File: src/rtl/tetris_pkg.sv
// Board geometry and lock/clear FSM encoding shared by the playfield blocks.
package tetris_pkg;

    localparam int BOARD_W  = 10;
    localparam int BOARD_H  = 24;
    localparam int COLOUR_W = 6;

    localparam logic [COLOUR_W-1:0] EMPTY = '0;

    typedef enum logic [2:0] {
        IDLE,
        WRITE,
        SCAN,
        SHIFT,
        DONE
    } lock_state_e;

endpackage

File: src/rtl/board_addr.sv
// Linear board address y*BOARD_W + x, formed at 9 bits and truncated to the 8-bit RAM address.
module board_addr
    import tetris_pkg::*;
(
    input  logic [4:0] x,
    input  logic [5:0] y,
    output logic [7:0] addr
);

    assign addr = 8'({3'b000, y} * 9'(BOARD_W) + {4'b0000, x});

endmodule

File: src/rtl/lut.sv
// Tetromino geometry: four (x,y) offsets packed two bits per cell plus the piece colour.
module lut
    import tetris_pkg::*;
(
    input  logic [3:0]          block,
    input  logic [1:0]          rot,
    output logic [7:0]          coord_x,
    output logic [7:0]          coord_y,
    output logic [COLOUR_W-1:0] colour
);

    // Cell i lives in bits [2i+1:2i]; literals below list cell 3 first.
    always_comb begin
        coord_x = 8'b01_00_01_00;
        coord_y = 8'b01_01_00_00;
        colour  = COLOUR_W'(2);
        case ({rot, block})
            6'h00: begin coord_x = 8'b11_10_01_00; coord_y = 8'b00_00_00_00; colour = COLOUR_W'(1); end
            6'h01: begin coord_x = 8'b01_00_01_00; coord_y = 8'b01_01_00_00; colour = COLOUR_W'(2); end
            6'h02: begin coord_x = 8'b01_10_01_00; coord_y = 8'b01_00_00_00; colour = COLOUR_W'(3); end
            6'h03: begin coord_x = 8'b01_00_10_01; coord_y = 8'b01_01_00_00; colour = COLOUR_W'(4); end
            6'h04: begin coord_x = 8'b10_01_01_00; coord_y = 8'b01_01_00_00; colour = COLOUR_W'(5); end
            6'h05: begin coord_x = 8'b10_01_00_00; coord_y = 8'b01_01_01_00; colour = COLOUR_W'(6); end
            6'h06: begin coord_x = 8'b10_01_00_10; coord_y = 8'b01_01_01_00; colour = COLOUR_W'(7); end
            6'h08: begin coord_x = 8'b00_00_00_00; coord_y = 8'b11_10_01_00; colour = COLOUR_W'(1); end
            default: ;
        endcase
    end

endmodule

File: src/rtl/piece_lock_clear.sv
// Writes a landed piece into board RAM, then removes full rows bottom-up by shifting the board down.
module piece_lock_clear
    import tetris_pkg::*;
(
    input  logic                clk,
    input  logic                resetn,
    input  logic                start,
    input  logic [4:0]          X_anchor,
    input  logic [5:0]          Y_anchor,
    input  logic [3:0]          block,
    input  logic [COLOUR_W-1:0] ram_Q,
    output logic [7:0]          ram_addr,
    output logic [COLOUR_W-1:0] ram_data,
    output logic                ram_wren,
    output logic                busy,
    output logic                done,
    output logic [2:0]          lines_cleared,
    output logic                cell_dropped
);

    lock_state_e         state_q, state_d;
    logic [4:0]          x_q, x_d;
    logic [5:0]          y_q, y_d;
    logic [3:0]          blk_q, blk_d;
    logic [1:0]          idx_q, idx_d;
    logic [3:0]          cnt_q, cnt_d;
    logic [4:0]          row_q, row_d;
    logic [4:0]          dst_q, dst_d;
    logic [3:0]          col_q, col_d;
    logic                phase_q, phase_d;
    logic                full_q, full_d;
    logic [2:0]          lines_q, lines_d;
    logic                dropped_q, dropped_d;
    logic                busy_q, busy_d;
    logic                done_q, done_d;
    logic [7:0]          addr_q, addr_d;
    logic [COLOUR_W-1:0] data_q, data_d;
    logic                wren_q, wren_d;
    logic                copy_q, copy_d;

    logic [7:0]          coord_x, coord_y;
    logic [COLOUR_W-1:0] colour;
    logic [1:0]          cx, cy;
    logic [5:0]          cell_x;
    logic [6:0]          cell_y;
    logic                cell_ok;
    logic [4:0]          ax;
    logic [5:0]          ay;
    logic [7:0]          addr_calc;
    logic                last_ok;

    lut u_lut (
        .block   (blk_q),
        .rot     (2'b00),
        .coord_x (coord_x),
        .coord_y (coord_y),
        .colour  (colour)
    );

    board_addr u_board_addr (
        .x    (ax),
        .y    (ay),
        .addr (addr_calc)
    );

    assign cx      = coord_x[{idx_q, 1'b0} +: 2];
    assign cy      = coord_y[{idx_q, 1'b0} +: 2];
    assign cell_x  = {1'b0, x_q} + {4'b0000, cx};
    assign cell_y  = {1'b0, y_q} + {5'b00000, cy};
    assign cell_ok = (cell_x < 6'(BOARD_W)) && (cell_y < 7'(BOARD_H));
    assign last_ok = full_q && (ram_Q != EMPTY);

    always_comb begin
        ax = {1'b0, col_q};
        ay = {1'b0, dst_q};
        case (state_q)
            WRITE: begin ax = cell_x[4:0]; ay = cell_y[5:0]; end
            SCAN:  begin ax = {1'b0, cnt_q}; ay = {1'b0, row_q}; end
            SHIFT: if (!phase_q && dst_q != 5'd0) ay = {1'b0, dst_q - 5'd1};
            default: ;
        endcase
    end

    always_comb begin
        state_d   = state_q;
        x_d       = x_q;
        y_d       = y_q;
        blk_d     = blk_q;
        idx_d     = idx_q;
        cnt_d     = cnt_q;
        row_d     = row_q;
        dst_d     = dst_q;
        col_d     = col_q;
        phase_d   = phase_q;
        full_d    = full_q;
        lines_d   = lines_q;
        dropped_d = dropped_q;
        busy_d    = busy_q;
        done_d    = 1'b0;
        addr_d    = addr_q;
        data_d    = data_q;
        wren_d    = 1'b0;
        copy_d    = 1'b0;
        case (state_q)
            IDLE, DONE: begin
                state_d = IDLE;
                if (start) begin
                    state_d   = WRITE;
                    x_d       = X_anchor;
                    y_d       = Y_anchor;
                    blk_d     = block;
                    idx_d     = 2'd0;
                    lines_d   = 3'd0;
                    dropped_d = 1'b0;
                    busy_d    = 1'b1;
                end
            end
            WRITE: begin
                if (cell_ok) begin
                    wren_d = 1'b1;
                    addr_d = addr_calc;
                    data_d = colour;
                end else begin
                    dropped_d = 1'b1;
                end
                idx_d = idx_q + 2'd1;
                if (idx_q == 2'd3) begin
                    state_d = SCAN;
                    row_d   = 5'(BOARD_H - 1);
                    cnt_d   = 4'd0;
                    full_d  = 1'b1;
                end
            end
            SCAN: begin
                // Read data trails the issued address by two cycles through the output register and RAM.
                if (cnt_q < 4'(BOARD_W)) addr_d = addr_calc;
                if (cnt_q >= 4'd2) full_d = last_ok;
                cnt_d = cnt_q + 4'd1;
                if (cnt_q == 4'(BOARD_W + 1)) begin
                    cnt_d  = 4'd0;
                    full_d = 1'b1;
                    if (last_ok) begin
                        state_d = SHIFT;
                        lines_d = (lines_q == 3'd4) ? lines_q : lines_q + 3'd1;
                        dst_d   = row_q;
                        col_d   = 4'd0;
                        phase_d = 1'b0;
                    end else if (row_q == 5'd0) begin
                        state_d = DONE;
                        busy_d  = 1'b0;
                        done_d  = 1'b1;
                    end else begin
                        row_d = row_q - 5'd1;
                    end
                end
            end
            SHIFT: begin
                addr_d = addr_calc;
                if (dst_q == 5'd0) begin
                    wren_d = 1'b1;
                    data_d = EMPTY;
                    col_d  = col_q + 4'd1;
                    if (col_q == 4'(BOARD_W - 1)) begin
                        state_d = SCAN;
                        col_d   = 4'd0;
                        cnt_d   = 4'd0;
                        full_d  = 1'b1;
                    end
                end else if (!phase_q) begin
                    phase_d = 1'b1;
                end else begin
                    // Source cell arrives on ram_Q in the same cycle the destination is addressed.
                    wren_d  = 1'b1;
                    copy_d  = 1'b1;
                    phase_d = 1'b0;
                    col_d   = col_q + 4'd1;
                    if (col_q == 4'(BOARD_W - 1)) begin
                        col_d = 4'd0;
                        dst_d = dst_q - 5'd1;
                    end
                end
            end
            default: state_d = IDLE;
        endcase
    end

    always_ff @(posedge clk or negedge resetn) begin
        if (!resetn) begin
            state_q   <= IDLE;
            x_q       <= '0;
            y_q       <= '0;
            blk_q     <= '0;
            idx_q     <= '0;
            cnt_q     <= '0;
            row_q     <= '0;
            dst_q     <= '0;
            col_q     <= '0;
            phase_q   <= 1'b0;
            full_q    <= 1'b0;
            lines_q   <= '0;
            dropped_q <= 1'b0;
            busy_q    <= 1'b0;
            done_q    <= 1'b0;
            addr_q    <= '0;
            data_q    <= '0;
            wren_q    <= 1'b0;
            copy_q    <= 1'b0;
        end else begin
            state_q   <= state_d;
            x_q       <= x_d;
            y_q       <= y_d;
            blk_q     <= blk_d;
            idx_q     <= idx_d;
            cnt_q     <= cnt_d;
            row_q     <= row_d;
            dst_q     <= dst_d;
            col_q     <= col_d;
            phase_q   <= phase_d;
            full_q    <= full_d;
            lines_q   <= lines_d;
            dropped_q <= dropped_d;
            busy_q    <= busy_d;
            done_q    <= done_d;
            addr_q    <= addr_d;
            data_q    <= data_d;
            wren_q    <= wren_d;
            copy_q    <= copy_d;
        end
    end

    assign ram_addr      = addr_q;
    assign ram_data      = copy_q ? ram_Q : data_q;
    assign ram_wren      = wren_q;
    assign busy          = busy_q;
    assign done          = done_q;
    assign lines_cleared = lines_q;
    assign cell_dropped  = dropped_q;

endmodule

File: config.mk
export PLATFORM = sky130hd
export DESIGN_NAME = piece_lock_clear
export DESIGN_NICKNAME = d
export VERILOG_FILES = /design/src/rtl/tetris_pkg.sv /design/src/rtl/board_addr.sv /design/src/rtl/lut.sv /design/src/rtl/piece_lock_clear.sv
export SDC_FILE = /design/constraint.sdc
export NUM_CORES = 1
export LEC_CHECK = 0
export ABC_CLOCK_PERIOD_IN_PS = 4300
export BUFFER_PORTS_ARGS = -buffer_cell sky130_fd_sc_hd__buf_2
export CORE_ASPECT_RATIO = 0.9
export CORE_MARGIN = 8
export CORE_UTILIZATION = 25
export DETAILED_ROUTE_END_ITERATION = 8
export MAX_ROUTING_LAYER = met4
export SYNTH_ARGS = -nofsm -noshare
export SYNTH_HDL_FRONTEND = slang
export SYNTH_SLANG_ARGS = --single-unit
File: constraint.sdc
create_clock -name clk -period 4.3 [get_ports clk]
set_input_delay 0.215 -clock clk [delete_from_list [all_inputs] [get_ports clk]]
set_output_delay 0.215 -clock clk [all_outputs]
set_load 0.01 [all_outputs]
==> run metrics, run 1 <==
# clock sinks 59; R2R Setup Slk 0.14 ns; R2R depth 20; CTS tree done; # IOs 45; Synth area leader dfrtp_1; Avg Inst Size Synth 8.77 um^2; Tcrit/Tclk final 0.967; worst r2r src blk_q[2]$_DFFE_PN0P_; synthesis-stage register bit count 59; Switching Share 0.401; Sequential Power Share 0.275; total track usage 0.111; Core Area 0.0154 mm^2; FFs w/ async S/R, synth 1.00; dpl cells 691; max-slew violations 0; final wirelength 10500 um; dominant synthesized flop cell dfrtp_1; clock power share 0.211; FF+latch area 0.00148 mm^2; largest net degree at the start of global routing 60; # H-tree levels 3; number of diodes 0; design area 0.00482 mm^2; cts bufs inserted 9; CP arrival 4.36 ns; residual DRC count 0; clk slew on worst S/H paths 0.06 ns; MaxCap Viol Count 0; cells after synthesis 447; Fillers 1651; initial core utilization 0.255; share of layout cells above drive strength 1 0.236; post-place setup slack -0.00885 ns; Clock Latency Late Sink 0.33 ns; Yosys cell types 58; Final HPWL DP 8070 um; drt wl/cell 14.8 um; CP endpoint kind flop; Mapped Nets 499; worst path required time 4.50 ns; r2r endpoint ram_addr[7]$_DFFE_PN0P_; Power Density 658 mW/mm^2; status finished clean; hold crit path type input port to asynchronous set/reset pin; area of the multi-input gates 0.00239 mm^2; vias 3447; VDD IR max 0.252 mV; end of the critical path ram_addr[7]$_DFFE_PN0P_; share of the synthesized area in the top cell type 0.377; CP Launch Type flop; most instantiated cells after synthesis nand2_1 (78), dfrtp_1 (59), o21ai_0 (41); post-route ant nets 0; final setup TNS 0 ns; vias per cell 4.88; critical path class flop to flop; RSZ-0062 raised after global routing yes; Site Rows 43; P&R area growth vs syn 23.1%; Pre-antenna DRT Iters 5; Ys Warns 0; Final setup viols 0; RePlAce Congestion 0.874; CTS max path bufs 2; Leak 2.18 nW; nets 553; most numerous cell in the Yosys netlist nand2_1; EDFF count, synth 0; die extent in y 135 um; total gr overflow 0; vias in the first global route 3561; Gate power share 0.514; global-route wire length before repair 17400 um; Pint 1.90 mW; Layout Cells excl Fill 707; minimum clock period 4.16 ns; DIE WIDTH 148 um; cell area after synthesis 0.00392 mm^2; Final Hold Viols 0; Critical Path Start blk_q[2]$_DFFE_PN0P_; Max-slew headroom 0.471; root buf cell clkbuf_16; number of buffers inserted by port buffering 44; crit path max fanout 14; hold_ws 0.0596 ns; initial antenna violation count 0; setup ws final 0.141 ns; post-synthesis sequential area ratio 0.377; Iter 0 DRT Violations 231; Post-DP Area 0.00445 mm^2; Synth area leaders dfrtp_1 (38%), ha_1 (7.7%), nand2_1 (7.5%); Final Skew 0.0111 ns; Die Area 0.0199 mm^2; Worst-Margin Slew 0.794 ns; Sw Pwr 1.27 mW; Achievable Freq 240 MHz
[cell type report]
cell class | instances | share of cell area
Multi-Input combinational cell | 350 | 0.497
Clock buffer | 11 | 0.0524
Inverter | 22 | 0.0171
Sequential cell | 59 | 0.306
Tap cell | 202 | 0.0524
Clock inverter | 4 | 0.00545
Timing Repair Buffer | 59 | 0.0698
[worst min path at each step]
stage | start | endpoint | slack (ns) | cells past startpoint
finish | resetn | lines_cleared[0]$_DFFE_PN0P_ | 0.06 | 2
global route | block[0] | blk_q[0]$_DFFE_PN0P_ | 0.09 | 3
CTS | block[3] | blk_q[3]$_DFFE_PN0P_ | 0.07 | 3
detailed placement | block[3] | blk_q[3]$_DFFE_PN0P_ | 0.41 | 3
global placement | X_anchor[3] | x_q[3]$_DFFE_PN0P_ | 0.40 | 3
floorplan | resetn | blk_q[0]$_DFFE_PN0P_ | -0.08 | 0
[worst max-delay path, cell delays in order, from the launching register on]
cell and delay (ns):
dfrtp_1 0.38, buf_4 0.19, nand2b_1 0.10, nor3_1 0.05, o21ai_1 0.15, o221ai_2 0.12
ha_2 0.22, fa_1 0.42, buf_4 0.16, xor2_1 0.18, a22oi_1 0.19, o211ai_1 0.19
ha_2 0.22, ha_2 0.20, fa_2 0.41, xor2_2 0.18, nand2_1 0.08, a21oi_2 0.12
xnor2_1 0.14, xnor2_1 0.08, mux2_2 0.25
[state kept, by name, indices dropped and copies added, names as in the netlist, 2 cells and up]
| signal | count |
|---|---|
| ram_addr | 8 |
| y_q | 6 |
| dst_q | 5 |
| row_q | 5 |
| x_q | 5 |
| blk_q | 4 |
| cnt_q | 4 |
| col_q | 4 |
| data_q | 3 |
| lines_cleared | 3 |
| state_q | 3 |
| idx_q | 2 |
[stage by stage]
step	total power, mW	util
after global placement	2.39	0.289
after global routing	3.43	0.313
after floorplan	1.95	-
after CTS	3.14	0.308
after detailed placement	2.46	0.289
final	3.17	0.313
[cells in the final DEF, fill, tap and decap left out, types with 8 or more instances in the layout]
cell type,n
ha_1,21
clkbuf_16,9
mux2_2,9
dfrtp_1,59
xor2_1,8
nand2_1,78
nand3_1,10
nor2_1,31
nor3_1,11
inv_1,22
o21ai_0,36
buf_2,44
buf_4,14
a21oi_1,17
[metal layers]
metal	global-route usage	wire (um)
met5	-	0
met1	0.136	4840
met2	0.178	4990
met4	0.0413	170
met3	0.0214	454
[cell families after synthesis]
kind of cell / count (synthesis) / synth area share
mux: 13 / 0.0393
flops: 59 / 0.377
compound gates: 113 / 0.191
simple gates: 180 / 0.223
buf+inv: 38 / 0.0377
fa+ha+maj: 28 / 0.0971
xor+xnor: 16 / 0.0358
[repair_timing]
| action | 4_1_cts | 5_1_grt |
|---|---|---|
| resized for setup | 3 | 22 |
| hold buffers | 0 | 0 |
| pin swaps | 2 | 17 |
| endpoints found under the hold margin | 0 | 0 |
| buffers inserted | 0 | 1 |
| setup endpoints to repair | 1 | 4 |
[power groups by stage]
stage | clock network [mW] | logic (mW) | registers, mW
finish | 0.670 | 1.63 | 0.872
global route | 0.713 | 1.82 | 0.894
CTS | 0.684 | 1.58 | 0.869
detailed placement | 0 | 1.58 | 0.875
global placement | 0 | 1.51 | 0.874
floorplan | 0 | 1.10 | 0.852
No activity file was read; power rests on OpenSTA's default activity.
==> run 2, diff against run 1 <==
--- a/config.mk
+++ b/config.mk
@@ -5,13 +5,15 @@
 export SDC_FILE = /design/constraint.sdc
 export NUM_CORES = 1
 export LEC_CHECK = 0
-export ABC_CLOCK_PERIOD_IN_PS = 4300
+export ABC_CLOCK_PERIOD_IN_PS = 3950
 export BUFFER_PORTS_ARGS = -buffer_cell sky130_fd_sc_hd__buf_2
 export CORE_ASPECT_RATIO = 0.9
 export CORE_MARGIN = 8
-export CORE_UTILIZATION = 25
+export CORE_UTILIZATION = 55
 export DETAILED_ROUTE_END_ITERATION = 8
 export MAX_ROUTING_LAYER = met4
+export PLACE_DENSITY = 0.76
+export SLEW_MARGIN = 20
 export SYNTH_ARGS = -nofsm -noshare
 export SYNTH_HDL_FRONTEND = slang
 export SYNTH_SLANG_ARGS = --single-unit
==> constraint.sdc (replaced) <==
create_clock -name clk -period 3.95 [get_ports clk]
set_input_delay 0.1975 -clock clk [delete_from_list [all_inputs] [get_ports clk]]
set_output_delay 0.1975 -clock clk [all_outputs]
set_load 0.01 [all_outputs]
==> run metrics, run 2 (same netlist as run 1, synthesis figures left out) <==
status finished, violations left; failing checks setup timing; RSZ-0062 raised after global routing yes; Post-DP Area 0.00449 mm^2 (+1.0%); CTS max path bufs 2 (unchanged); Worst-Margin Slew 0.764 ns (-0.0303 ns); Leak 2.28 nW (+4.5%); initial core utilization 0.562 (+0.308); Max-slew headroom 0.491 (+0.0202); VDD IR max 0.870 mV (+250%); RePlAce Congestion 0.925 (+5.8%); largest net degree at the start of global routing 60 (unchanged); hold_ws 0.00495 ns (-0.0546 ns); # clock sinks 59 (unchanged); Final Hold Viols 0 (unchanged); Power Total 3.74 mW (+18%); hold crit path type input port to asynchronous set/reset pin; CP Launch Type flop; worst r2r src blk_q[2]$_DFFE_PN0P_; post-place setup slack -0.194 ns (-0.185 ns); Die Area 0.0101 mm^2 (-49%); # IOs 45 (unchanged); drt wl/cell 17.1 um (+15%); Top delay family on crit path compound AO/OA/AOI/OAI gates; nets 576 (+4.2%); DIE WIDTH 105 um (-29%); max reg flops 8 (unchanged); vias per cell 5.87 (+20%); root buf cell clkbuf_8; residual DRC count 0 (unchanged); cts bufs inserted 9 (unchanged); Layout Utilization 0.701 (+0.387); MaxCap Viol Count 0 (unchanged); commonest cells after routing, fill and taps aside nand2_1 (78), dfrtp_1 (59), buf_2 (44); CP endpoint kind flop; design area 0.00488 mm^2 (+1.2%); Final setup viols 2 (+2); final wirelength 10600 um (+1.6%); initial antenna violation count 0 (unchanged); max-slew violations 0 (unchanged); final setup TNS -0.215 ns (-0.215 ns); # H-tree levels 3 (unchanged); number of diodes 0 (unchanged); Iter 0 DRT Violations 263 (+14%); crit path max fanout 3 (-11); vias 3653 (+6.0%); Top cell by count, worst path a21oi_2; minimum clock period 4.13 ns (-0.0277 ns); dpl cells 602 (-13%); Tcrit/Tclk final 1.05 (+0.0787); Clock Latency Late Sink 0.35 ns (+0.02 ns); CP arrival 4.36 ns (about the same); clk slew on worst S/H paths 0.07 ns (about the same); share of layout cells above drive strength 1 0.280 (+0.0441); Final Skew 0.0104 ns (-0.000690 ns); Critical path buffers and inverters 0 (-2); die extent in y 96.1 um (-29%); most common cell after layout, fill and taps aside nand2_1; total track usage 0.212 (+0.101); CP cell instances or3b_4, a21oi_2, a21oi_2, o221ai_2, ha_4, fa_2, nand3_1, xor2_1, nor2_1, a221o_1, ha_4, ha_1, a21o_1, a21oi_2, xnor2_2, xnor2_1, xnor2_1, mux2_4; setup ws final -0.181 ns (-0.322 ns); number of buffers inserted by port buffering 44 (unchanged); critical path class flop to flop; Layout Cells excl Fill 622 (-12%); vias in the first global route 3520 (-1.2%); total gr overflow 0 (unchanged); Critical Path Max Stage Delay 0.40 ns (-0.02 ns); P&R area growth vs syn 24.6%; Core Area 0.00697 mm^2 (-55%); Pre-antenna DRT Iters 6 (+1); CTS tree done; global-route wire length before repair 16700 um (-4.4%); Worst path slowest cell or3b_4; Final HPWL DP 7350 um (-8.9%); Power Density 766 mW/mm^2 (+16%); worst path required time 4.18 ns (-0.32 ns); post-route ant nets 0 (unchanged); Critical Path Start blk_q[2]$_DFFE_PN0P_; cts hold-fix bufs 0 (unchanged); Achievable Freq 242 MHz (+0.67%); Site Rows 29 (-33%)
[run 2: cell types whose count changed in the layout (fill, tap and decap cells not counted), moves of 4 or more]
cell / change
buf_4: +23
clkbuf_8: +7
clkbuf_16: -9
ha_4: +4
[run 2: where the power goes]
part           total (mW)  internal [mW]  switching, mW
logic                2.18           1.11           1.07
clock network       0.605          0.354          0.252
registers           0.958          0.768          0.190
total                3.74           2.23           1.51
[run 2: area by class of cell]
class	count	area, um^2
Inverter	22	82.6
Tap cell	93	116
Clock buffer	11	131
Clock inverter	5	77.6
Sequential cell	59	1480
Fill cell	550	2090
Timing Repair Buffer	82	509
Multi-Input combinational cell	350	2490
[run 2: what timing repair did]
item,4_1_cts,5_1_grt
buffers inserted,1,5
endpoints found under the setup margin,3,8
pin swaps,1,14
gates resized for setup,7,25
[run 2: worst paths after layout]
kind,end,slack (ns),cells past startpoint
max,ram_addr[7]$_DFFE_PN0P_,-0.18,18
min,copy_q$_DFF_PN0_,0.005,2
max reg2reg,ram_addr[7]$_DFFE_PN0P_,-0.18,18
min reg2reg,ram_addr[5]$_DFFE_PN0P_,0.51,1
max in group asynchronous,blk_q[2]$_DFFE_PN0P_,3.43,2
min in group clk,blk_q[1]$_DFFE_PN0P_,0.04,3
[run 2: per-layer routing]
layer	wire length [um]	track usage
met1	4630	0.249
met2	5100	0.350
met3	665	0.0515
met4	225	0.0747
met5	0	-
